--- src/rtl/simon_button_encoder.sv ---
// Simon game input stage: synchronises, debounces and encodes four player buttons,
// emitting one press pulse per accepted single-button press and locking out input.
module simon_button_encoder #(
  parameter int unsigned DEBOUNCE_TICKS = 3,
  parameter int unsigned CNT_W          = 2
) (
  input  logic       clk,
  input  logic       reset,
  input  logic [3:0] btn_raw,
  input  logic       simon_turn,
  input  logic       game_over,
  output logic [1:0] player_num,
  output logic       player_pressed,
  output logic [3:0] btn_held,
  output logic       multi_press
);

  typedef enum logic [1:0] {StLocked, StIdle, StWaitRel} state_e;

  localparam logic [CNT_W-1:0] CntMax = CNT_W'(DEBOUNCE_TICKS - 1);

  logic [3:0]       s1_q, s2_q;
  logic [3:0]       stable_d, stable_q;
  logic [CNT_W-1:0] cnt_d [4];
  logic [CNT_W-1:0] cnt_q [4];
  state_e           state_d, state_q;
  logic [1:0]       player_num_d, player_num_q;
  logic             player_pressed_d, player_pressed_q;
  logic             multi_press_d, multi_press_q;
  logic             lock;
  logic [1:0]       btn_idx;

  assign lock = simon_turn | game_over;

  // A single matching cycle restarts the count, so only an unbroken run is accepted.
  always_comb begin
    for (int i = 0; i < 4; i++) begin
      stable_d[i] = stable_q[i];
      cnt_d[i]    = '0;
      if (s2_q[i] != stable_q[i]) begin
        if (cnt_q[i] == CntMax) begin
          stable_d[i] = s2_q[i];
        end else begin
          cnt_d[i] = cnt_q[i] + 1'b1;
        end
      end
    end
  end

  always_comb begin
    btn_idx = '0;
    for (int i = 0; i < 4; i++) begin
      if (stable_q[i]) begin
        btn_idx = 2'(i);
      end
    end
  end

  always_comb begin
    state_d          = state_q;
    player_num_d     = player_num_q;
    player_pressed_d = 1'b0;
    multi_press_d    = 1'b0;
    case (state_q)
      StLocked: begin
        if (!lock && (stable_q == '0)) begin
          state_d = StIdle;
        end
      end
      StIdle: begin
        // Lock takes priority over a press that becomes stable on the same cycle.
        if (lock) begin
          state_d = StLocked;
        end else if ($onehot(stable_q)) begin
          state_d          = StWaitRel;
          player_num_d     = btn_idx;
          player_pressed_d = 1'b1;
        end else if (stable_q != '0) begin
          state_d       = StWaitRel;
          multi_press_d = 1'b1;
        end
      end
      StWaitRel: begin
        if (stable_q == '0) begin
          state_d = lock ? StLocked : StIdle;
        end
      end
      default: state_d = StLocked;
    endcase
  end

  always_ff @(posedge clk or posedge reset) begin
    if (reset) begin
      s1_q             <= '0;
      s2_q             <= '0;
      stable_q         <= '0;
      for (int i = 0; i < 4; i++) begin
        cnt_q[i] <= '0;
      end
      state_q          <= StLocked;
      player_num_q     <= '0;
      player_pressed_q <= 1'b0;
      multi_press_q    <= 1'b0;
    end else begin
      s1_q             <= btn_raw;
      s2_q             <= s1_q;
      stable_q         <= stable_d;
      for (int i = 0; i < 4; i++) begin
        cnt_q[i] <= cnt_d[i];
      end
      state_q          <= state_d;
      player_num_q     <= player_num_d;
      player_pressed_q <= player_pressed_d;
      multi_press_q    <= multi_press_d;
    end
  end

  assign player_num     = player_num_q;
  assign player_pressed = player_pressed_q;
  assign btn_held       = stable_q;
  assign multi_press    = multi_press_q;

endmodule

--- config.mk ---
export PLATFORM = sky130hd
export DESIGN_NAME = simon_button_encoder
export DESIGN_NICKNAME = d
export VERILOG_FILES = /design/src/rtl/simon_button_encoder.sv
export SDC_FILE = /design/constraint.sdc
export NUM_CORES = 1
export LEC_CHECK = 0
export ABC_CLOCK_PERIOD_IN_PS = 2200
export BUFFER_PORTS_ARGS = -buffer_cell sky130_fd_sc_hd__buf_2
export CELL_PAD_IN_SITES_DETAIL_PLACEMENT = 0
export CELL_PAD_IN_SITES_GLOBAL_PLACEMENT = 1
export CORE_ASPECT_RATIO = 0.7
export CORE_MARGIN = 2
export CORE_UTILIZATION = 39
export DETAILED_ROUTE_END_ITERATION = 12
export PLACE_DENSITY_LB_ADDON = 0.1
export REMOVE_ABC_BUFFERS = 1
export SYNTH_ARGS = -nofsm -noshare
export SYNTH_HDL_FRONTEND = slang
export SYNTH_SLANG_ARGS = --single-unit
--- constraint.sdc ---
create_clock -name clk -period 2.2 [get_ports clk]
set_input_delay 0.11 -clock clk [delete_from_list [all_inputs] [get_ports clk]]
set_output_delay 0.11 -clock clk [all_outputs]
set_load 0.005 [all_outputs]
Word level (Yosys, flattened, before mapping)
Cells that the tools add are included.

Add/sub/neg operators: 7. Muxes and demuxes: 25. Reduce and logical (&&, ||, !) cells: 11. Bitwise logic cells: 2. Equal/unequal tests: 14.

Operators with widths (count): $mux W2 (15); $eq A2 B2 Y1 const B (5); $mux W1 (9); $add A2 B1 Y2 const B (4); $reduce_and A2 Y1 (4); $pmux W2 S3 (1); $reduce_and A3 Y1 (2); $add A1 B1 Y2 (2); $logic_not A4 Y1 (1); $ne A1 B1 Y1 (4); $ne A2 B2 Y1 const B (2); $ne A4 B4 Y1 const B (1); $reduce_bool A4 Y1 (1); $add A2 B2 Y3 (1); $eq A3 B1 Y1 const B (1); $eq A2 B1 Y1 const B (1); $logic_not A2 Y1 (1); $logic_and A1 B1 Y1 (1); $logic_not A1 Y1 (1); $not A1 Y1 (1); $or A1 B1 Y1 (1).

Output and inout bits: 8. Word-level logic and storage cells: 73. Bits in registers: 26. Input bits: 8.

Logic depth before layout (Yosys ltp)
Gate-level depths: netlist of run 1.

Depth after elaboration: 6. Gate-level depth with buffers: 8. Mapped depth without buffers: 8.

Worst setup path before layout of run 1
No wires, ideal clock.

Kind: flip-flop to flip-flop. Start: register stable_q[0] (netlist: btn_held[0]). End: register player_num_q[0] (netlist: player_num[0]). Cell stages (with the launch flop): 9. Period minus slack after synthesis: 2239 ps. Arrival time: 2114 ps. Path buffers: 0. Library setup time: 125 ps. Path slack: -39 ps. Data required time: 2075 ps. Cell sequence: dfrtp_1 -> inv_1 -> fa_1 -> inv_1 -> ha_1 -> ha_1 -> nor3b_4 -> nand2_2 -> mux2_4.

Longest elaborated chain between the ends: 4.

Ends and longest elaborated chain: from (decl) (RTL line 23) `logic [3:0] stable_d, stable_q;`; from (signal assigned) (RTL line 107) `stable_q <= stable_d;`; $add A1 B1 Y2 (implied by the code) (RTL line 74) `end else if ($onehot(stable_q)) begin`; $add A2 B2 Y3 (implied by the code) (RTL line 74); $eq A3 B1 Y1 (RTL line 74); $reduce_and A3 Y1 (no source line); to (signal assigned) (RTL line 112) `player_num_q <= player_num_d;`; to (decl) (RTL line 27) `logic [1:0] player_num_d, player_num_q;`.

Every way passes these cells. A chain may end at the register's enable or synchronous reset.

Worst setup path after layout of run 1
Same ends and word-level chain as after synthesis.

==> reports/metrics.csv, run 1 <==
stage,metric,value,unit
die,io-pin-count,16,
sta,slew_headroom,0.7721,
sta,maxClockFrequency,0.4786,GHz
clock_tree,clock_latency,0.26,ns
placed_design,placed_cells,134,
critical_path,cp.arrival,2.24,ns
detailed_routing,ant_nets,0,
placed_design,pre_cts_slack,0.01091,ns
clock_tree,cts_tree,done,
sta,skew,0.003642,ns
final_layout,area_growth,29.51,%
power,peakVddDrop,0.6165,mV
sta,setup_violations,0,
sta,rsz0062_at_grt,no,
power,leakagePower,0.6467,nW
yosys,yosysWarnings,0,
yosys,synth_area,0.001013,sq mm
detailed_routing,wirelength,1528,um
critical_path,path_cells,inv_1 -> fa_1 -> inv_1 -> ha_2 -> ha_4 -> nor3b_4 -> nand2_2 -> mux2_4,
clock_tree,cts-buffers-inserted,3,
sta,fin_tns_setup,0,ns
power,pwr_density_cell,1301,mW/mm^2
sta,finalHoldViolCount,0,
grt,grt_pass1_vias,601,
detailed_routing,route.detailed.drc,0,
grt,grt_overflow,0,
placed_design,port_buffers,15,
die,die_y,46.65,um
final_layout,nNetsFinal,123,
final_layout,diodes,0,
final_layout,nFillCells,222,
yosys,synth.avg_cell_area,13.34,sq um
die,core_area,0.002459,sq mm
critical_path,critPathMaxFanout,2,
run,drv_cap,0,
placed_design,gp_congestion,0.7259,
grt,grt_max_degree,27,
sta,worstMarginPinSlew,0.3404,ns
final_layout,stdcell_count,143,
die,die-area,0.003029,sq mm
yosys,synth.area.top_cells,"dfrtp_1 (64%), ha_1 (3.7%), inv_1 (3.7%)",
critical_path,crit_required,2.35,ns
yosys,seq_area_frac_synth,0.6420,
final_layout,regArea,650.6,sq um
critical_path,slowest_stage,fa_1,
detailed_routing,wl_per_cell,10.69,um
grt,gr-usage-all-layers,0.1197,
detailed_routing,via_per_inst,4.545,
die,die_w,64.93,um
clock_tree,htreeDepth,1,
yosys,ys_types,23,
sta,worst_slack,0.1105,ns
detailed_routing,vias,650,
yosys,ys_ff_latch,26,
placed_design,hpwl,1100,um
status,outcome,finished clean,
clock_tree,cts.clk_slew.worst_paths,0.08,ns
critical_path,crit_type,flip-flop to flip-flop,
detailed_routing,drt_iter0_markers,8,
final_layout,drive_gt1_frac,0.3486,
critical_path,cp-end-kind,flip-flop,
clock_tree,cts.sinks,26,
final_layout,layout_common_cells,"dfrtp_1 (26), buf_2 (15), inv_1 (10), buf_4 (10), nor3_1 (7)",
critical_path,critPathLaunchType,flip-flop,
clock_tree,root_buffer,clkbuf_8,
grt,grt_antenna_before_repair,0,
sta,drv_slew,0,
yosys,synth_top_area_share,0.6420,
yosys,synth_cells,76,
critical_path,cpMostUsedCell,inv_1,
grt,grt_pass1_wl,2615,um
yosys,synth_top_area_cell,dfrtp_1,
final_layout,final_common_cell,dfrtp_1,
die,start_util,0.4122,
sta,min_period,2.090,ns
detailed_routing,first_pass_iters,4,
critical_path,cpPeakStageDelay,0.53,ns
clock_tree,clock_path_buffers,2,
final_layout,multiInputGateArea,340.3,sq um
die,num_rows,15,
sta,min_period_over_period,0.9498,
worst_hold_path,hold_class,input port to flip-flop,
==> stage by stage <==
step,hold slack [ns],power (mW),instance area [sq um],util
final,0.1520,1.708,1313,0.5338
after detailed placement,0.1808,1.414,1199,0.4875
after floorplan,0.1414,1.137,1013,-
after CTS,0.1428,1.680,1290,0.5247
after global placement,0.1736,1.397,1199,0.4875
after global routing,0.1627,1.860,1313,0.5338
==> routing by layer <==
layer,routed length [um],global-route usage
met5,0,0
met1,719,0.1473
met2,740,0.2000
met3,57,0.04401
met4,11,0.03830
==> flip-flops by register name, summed over array words and instances, names as in the netlist <==
register and count:
multi_press 1, btn_held 4, player_pressed 1, player_num 2, s2_q 4, cnt_q 8, s1_q 4, state_q 2
==> power by group <==
group	internal [mW]	switching (mW)
clock network	0.122	0.133
logic	0.445	0.330
registers	0.602	0.0762
total	1.17	0.539
==> final cells by class <==
cell class | count | area share
inverter | 10 | 0.02860
clock buffer | 3 | 0.03146
tap | 34 | 0.03241
timing repair buffer | 30 | 0.1525
sequential | 26 | 0.4957
multi-input combinational | 40 | 0.2593
==> Yosys cell counts (all sizes together) <==
library cell / count
nor4b: 1
nor2b: 1
or3: 1
nand2: 2
o21ai: 2
fa: 1
nand3b: 1
a21oi: 6
xnor2: 4
a31o: 3
ha: 3
or3b: 1
a31oi: 1
mux2: 2
nor3: 7
nor2: 1
dfrtp: 26
inv: 10
nor3b: 2
nand2b: 1
==> critical path: cells and delay by family (launching register included) <==
family | cells | cell delay, ns
flops | 1 | 0.36
buf+inv | 2 | 0.11
mux | 1 | 0.30
fa+ha+maj | 3 | 0.92
simple gates | 2 | 0.29
==> what timing repair did <==
| action | CTS | global route |
|---|---|---|
| gates resized for setup | 0 | 2 |
| pin swaps | 1 | 1 |
| buffers inserted | 0 | 1 |
| hold buffers | 5 | 0 |
| endpoints found under the hold margin | 30 | 0 |
| endpoints found under the setup margin | 1 | 4 |
==> kinds of logic after synthesis <==
group | count (synthesis) | synth area share
mux | 2 | 0.02592
flops | 26 | 0.6420
xor+xnor | 4 | 0.03456
simple gates | 18 | 0.1321
buf+inv | 10 | 0.03704
compound gates | 12 | 0.07162
fa+ha+maj | 4 | 0.05679
==> path summary, 6_finish.rpt <==
| kind | cells past startpoint | slack (ns) | from | endpoint |
|---|---|---|---|---|
| worst max-delay path | 8 | 0.11 | btn_held[0]$_DFFE_PP0P_ | player_num[0]$_DFFE_PP0P_ |
| worst min-delay path | 3 | 0.15 | game_over | state_q[0]$_DFFE_PP0P_ |
| worst max register to register | 8 | 0.11 | btn_held[0]$_DFFE_PP0P_ | player_num[0]$_DFFE_PP0P_ |
| worst min register to register | 0 | 0.35 | s1_q[1]$_DFF_PP0_ | s2_q[1]$_DFF_PP0_ |
| max in group asynchronous | 4 | 1.53 | reset | s1_q[0]$_DFF_PP0_ |
| min in group asynchronous | 4 | 0.43 | reset | cnt_q[5]$_DFF_PP0_ |
Note: power is estimated with default switching activity, not from simulation.
==> run 2, diff against run 1 <==
GPL_TIMING_DRIVEN = 0   (was default)
==> run 2 against run 1 <==
Compared with the run above: final cell count is 3.5% lower; final area is 2.8% lower; worst hold slack worse by 0.11 ns; critical path depth stayed put; sequential power is 2% higher; global-route usage is 0.58 points lower; sequential share of layout area is 1.4 points higher; non-clock buffer count is 6 lower; highest routed layer unchanged.
==> reports/metrics.csv, run 2 (synthesized netlist as in run 1, its figures left out) <==
stage,metric,value,unit
critical_path,cp-end-kind,flip-flop,
run,drv_cap,0,
power,peakVddDrop,0.5533,mV
final_layout,nNetsFinal,117,
final_layout,final_common_cell,dfrtp_1,
clock_tree,clock_latency,0.27,ns
grt,grt_pass1_wl,2421,um
detailed_routing,via_per_inst,4.457,
clock_tree,cts-buffers-inserted,3,
placed_design,placed_cells,125,
clock_tree,clock_path_buffers,2,
sta,maxClockFrequency,0.4653,GHz
status,outcome,finished clean,
clock_tree,cts_tree,done,
detailed_routing,first_pass_iters,4,
critical_path,cp.arrival,2.31,ns
grt,grtUsageMet3,0.04401,
placed_design,port_buffers,15,
die,die_y,46.65,um
die,num_rows,15,
detailed_routing,wl_per_cell,10.96,um
placed_design,hpwl,1042,um
critical_path,critPathMaxFanout,3,
final_layout,regArea,650.6,sq um
final_layout,area_growth,25.93,%
final_layout,largest_register,cnt_q,
sta,worstMarginPinSlew,0.9585,ns
final_layout,drive_gt1_frac,0.3269,
sta,skew,0.002303,ns
sta,setup_violations,0,
clock_tree,htreeDepth,1,
die,die-area,0.003029,sq mm
final_layout,nFillCells,231,
placed_design,gp_congestion,0.7335,
sta,finalHoldViolCount,0,
grt,grt_pass1_vias,560,
grt,grt_max_degree,27,
grt,use_met2,0.1876,
grt,met1_usage,0.1262,
die,die_w,64.93,um
final_layout,diodes,0,
sta,min_period,2.149,ns
final_layout,largest_reg_flops,8,
detailed_routing,drt_iter0_markers,42,
detailed_routing,route.detailed.drc,0,
final_layout,layout_common_cells,"dfrtp_1 (26), buf_2 (15), inv_1 (9), nor3_1 (7), a21oi_1 (6)",
final_layout,multiInputGateArea,337.8,sq um
sta,drv_slew,0,
detailed_routing,ant_nets,0,
grt,busiest_layer,met2,
grt,grt_antenna_before_repair,0,
sta,min_period_over_period,0.9768,
sta,slew_headroom,0.3603,
critical_path,r2r_setup_slack,0.05,ns
critical_path,crit_required,2.36,ns
die,start_util,0.4122,
clock_tree,cts.sinks,26,
clock_tree,cts.clk_slew.worst_paths,0.08,ns
detailed_routing,vias,615,
grt,grt_overflow,0,
final_layout,stdcell_count,138,
sta,hold_ws,0.04361,ns
power,pwr_density_cell,1332,mW/mm^2
critical_path,crit_type,flip-flop to flip-flop,
grt,gr-usage-all-layers,0.1139,
power,leakagePower,0.6276,nW
die,core_area,0.002459,sq mm
critical_path,critPathLaunchType,flip-flop,
worst_hold_path,hold_class,input port to async pin,
detailed_routing,wirelength,1512,um
clock_tree,root_buffer,clkbuf_8,
die,io-pin-count,16,
[run 2: cell count changes in the layout (fill, tap and decap cells not counted), sizes merged]
cell         delta
dlygate4sd3     -1
clkbuf          +1
buf             -5
[run 2: routing by layer]
metal	vias to the layer above	part of all wire
li1	312	-
met1	287	0.46
met2	12	0.48
met3	4	0.040
met4	0	0.021
met5	-	0
[run 2: cell type report]
class	count	share of cell area
Clock buffer	4	0.04314
Multi-Input combinational cell	40	0.2647
Tap cell	34	0.03333
Inverter	10	0.02941
Sequential cell	26	0.5098
Timing Repair Buffer	24	0.1196
[run 2: path summary, 6_finish.rpt]
kind / start / endpoint / depth (start not counted)
setup / recovery: btn_held[0]$_DFFE_PP0P_ / player_num[0]$_DFFE_PP0P_ / 8
hold / removal: reset / cnt_q[4]$_DFF_PP0_ / 2
setup reg to reg: btn_held[0]$_DFFE_PP0P_ / player_num[0]$_DFFE_PP0P_ / 8
hold reg to reg: s1_q[3]$_DFF_PP0_ / s2_q[3]$_DFF_PP0_ / 0
max in group asynchronous: reset / state_q[0]$_DFFE_PP0P_ / 2
min in group clk: simon_turn / state_q[0]$_DFFE_PP0P_ / 3
[run 2: report_power, final]
| group | internal, mW | total (mW) | switching, mW |
|---|---|---|---|
| registers | 0.602 | 0.694 | 0.0925 |
| logic | 0.398 | 0.707 | 0.309 |
| clock network | 0.160 | 0.299 | 0.140 |
| total | 1.16 | 1.70 | 0.541 |
[run 2: through the flow]
stage	instance area (sq um)	power (mW)	setup TNS (ns)	utilization	worst slack, ns
after floorplan	1013	1.137	-0.03860	-	-0.03860
after global placement	1131	1.264	-0.1146	0.4601	-0.1146
after detailed placement	1131	1.285	-0.1403	0.4601	-0.1403
after CTS	1256	1.682	0	0.5109	0.007221
after global routing	1276	1.839	-0.03125	0.5191	-0.02440
final	1276	1.701	0	0.5191	0.05099
[run 2: worst max-delay path, stage by stage (launching register included)]
cell	delay, ns
dfrtp_1	0.36
inv_1	0.09
fa_1	0.54
inv_1	0.04
ha_1	0.20
ha_4	0.22
nor3b_4	0.21
nand2_2	0.08
mux2_4	0.30
[run 2: repair_timing]
item | 4_1_cts | 5_1_grt
endpoints found under the hold margin | 4 | 0
hold buffers | 4 | 0
setup endpoints to repair | 1 | 3
buffers inserted | 4 | 1
pin swaps | 1 | 1
resized for setup | 0 | 2
==> run 3, diff against run 2 <==
CELL_PAD_IN_SITES_DETAIL_PLACEMENT = 1   (was 0)
==> run 3 against run 2 <==
Compared with the run above: first-iteration DRC count decreased by 86%; power increased by 1.3%; routed wire length increased by 8.7%; register-to-register slack improved by 0.04 ns; core utilization increased by 0.15 points; clock skew about the same; sequential power increased by 1%; die area unchanged; critical endpoint unchanged; largest power group unchanged.
==> reports/metrics.csv, run 3 (synthesized netlist as in run 1, its figures left out) <==
stage,metric,value,unit
status,outcome,finished clean,
clock_tree,cts-buffers-inserted,3,
final_layout,largest_register,cnt_q,
final_layout,drive_gt1_frac,0.3558,
final_layout,layout_common_cells,"dfrtp_1 (25), buf_2 (15), inv_1 (8), nor3_1 (7), a21oi_1 (6)",
grt,grt_pass1_vias,603,
detailed_routing,route.detailed.drc,0,
sta,setup_violations,0,
grt,gr-usage-all-layers,0.1281,
final_layout,area_growth,26.30,%
sta,worst_slack,0.08995,ns
detailed_routing,ant_nets,0,
power,cellInternalPower,1.166,mW
sta,rsz0062_at_grt,no,
detailed_routing,routed-wl-met2,819,um
sta,maxClockFrequency,0.4739,GHz
final_layout,final_common_cell,dfrtp_1,
final_layout,largest_reg_flops,8,
die,io-pin-count,16,
power,swShare,0.3228,
detailed_routing,wl_per_cell,11.91,um
detailed_routing,vias,634,
sta,slew_headroom,0.3740,
clock_tree,cts_tree,done,
critical_path,cp.arrival,2.26,ns
sta,drv_slew,0,
critical_path,cp-end-kind,flip-flop,
detailed_routing,wl_met1,747,um
clock_tree,htreeDepth,1,
placed_design,gp_congestion,0.7335,
critical_path,reg2regPathDepth,8,
placed_design,hpwl,1212,um
detailed_routing,wl_met3,64,um
power,pwr_density_cell,1345,mW/mm^2
clock_tree,root_buffer,clkbuf_8,
sta,finalHoldViolCount,0,
sta,min_period_over_period,0.9591,
sta,skew,0.002179,ns
power,p_comb_frac,0.424,
placed_design,port_buffers,15,
power,leakagePower,0.6241,nW
detailed_routing,via_per_inst,4.594,
grt,grt_overflow,0,
sta,min_period,2.110,ns
critical_path,critPathLaunchType,flip-flop,
grt,grt_max_degree,27,
critical_path,crit_required,2.35,ns
critical_path,r2r_start,btn_held[0]$_DFFE_PP0P_,
detailed_routing,wirelength,1644,um
worst_hold_path,hold_class,input port to async pin,
power,seqPwrFrac,0.407,
die,start_util,0.4122,
clock_tree,clock_latency,0.26,ns
die,num_rows,15,
die,core_area,0.002459,sq mm
sta,fin_tns_setup,0,ns
clock_tree,clock_path_buffers,2,
detailed_routing,drt_iter0_markers,6,
clock_tree,cts.sinks,26,
detailed_routing,first_pass_iters,2,
clock_tree,cts.clk_slew.worst_paths,0.08,ns
power,switchingPower,556.0,uW
final_layout,diodes,0,
final_layout,nNetsFinal,117,
critical_path,critPathLaunch,btn_held[0]$_DFFE_PP0P_,
run,drv_cap,0,
die,die_w,64.93,um
detailed_routing,highest_layer,met4,
sta,worstMarginPinSlew,0.9379,ns
die,die_y,46.65,um
grt,grt_pass1_wl,2746,um
die,die-area,0.003029,sq mm
placed_design,pre_cts_slack,-0.1771,ns
power,clkPwrFrac,0.170,
critical_path,crit_type,flip-flop to flip-flop,
power,peakVddDrop,0.5724,mV
grt,grt_antenna_before_repair,0,
critical_path,critPathMaxFanout,3,
## run 3: worst paths after layout
kind,endpoint,slack [ns]
max in group asynchronous,btn_held[3]$_DFFE_PP0P_,1.52
min in group clk,state_q[0]$_DFFE_PP0P_,0.16
hold / removal,s1_q[1]$_DFF_PP0_,0.05
setup / recovery,player_num[0]$_DFFE_PP0P_,0.09
setup reg to reg,player_num[0]$_DFFE_PP0P_,0.09
hold reg to reg,s2_q[3]$_DFF_PP0_,0.35
## run 3: per-layer routing
metal  vias to the layer above  global-route usage
met4                         0             0.05106
met1                       308              0.1495
met3                         2             0.04401
met2                        13              0.2227
li1                        311                   -
met5                         -                   0
## run 3: critical path: stages (launching register included)
cell	delay [ns]
dfrtp_1	0.37
inv_2	0.06
fa_1	0.52
inv_1	0.04
ha_2	0.18
ha_4	0.22
nor3b_4	0.21
nand2_2	0.09
mux2_4	0.31
## run 3: repair_timing
item,CTS,global route
gates resized for setup,2,3
buffers inserted,4,1
endpoints found under the hold margin,4,0
pin swaps,1,1
hold buffers,4,0
endpoints found under the setup margin,3,4
gates cloned,0,0
## run 3: metrics by stage
step	area, sq um	cells	hold WS, ns	util	total power [mW]
after floorplan	1013	76	0.1414	-	1.137
after global placement	1131	125	0.2179	0.4601	1.264
after detailed placement	1131	125	0.2194	0.4601	1.308
after CTS	1270	137	0.08338	0.5165	1.736
after global routing	1280	138	0.1227	0.5206	1.866
final	1280	138	0.04557	0.5206	1.722
## run 3: cell type report
cell class / count / area, sq um
fill: 274 / 1179
sequential: 26 / 651.9
multi-input combinational: 40 / 340.3
timing repair buffer: 24 / 152.6
clock buffer: 4 / 55.05
tap: 34 / 42.54
inverter: 10 / 37.54
## run 3: power by group through the flow
stage          clock network [mW]  registers, mW  logic, mW
2_1_floorplan                   0          0.702      0.435
3_3_place_gp                    0          0.712      0.552
3_5_place_dp                    0          0.722      0.585
4_1_cts                     0.314          0.698      0.724
5_1_grt                     0.330          0.721      0.816
6_report                    0.292          0.701      0.729
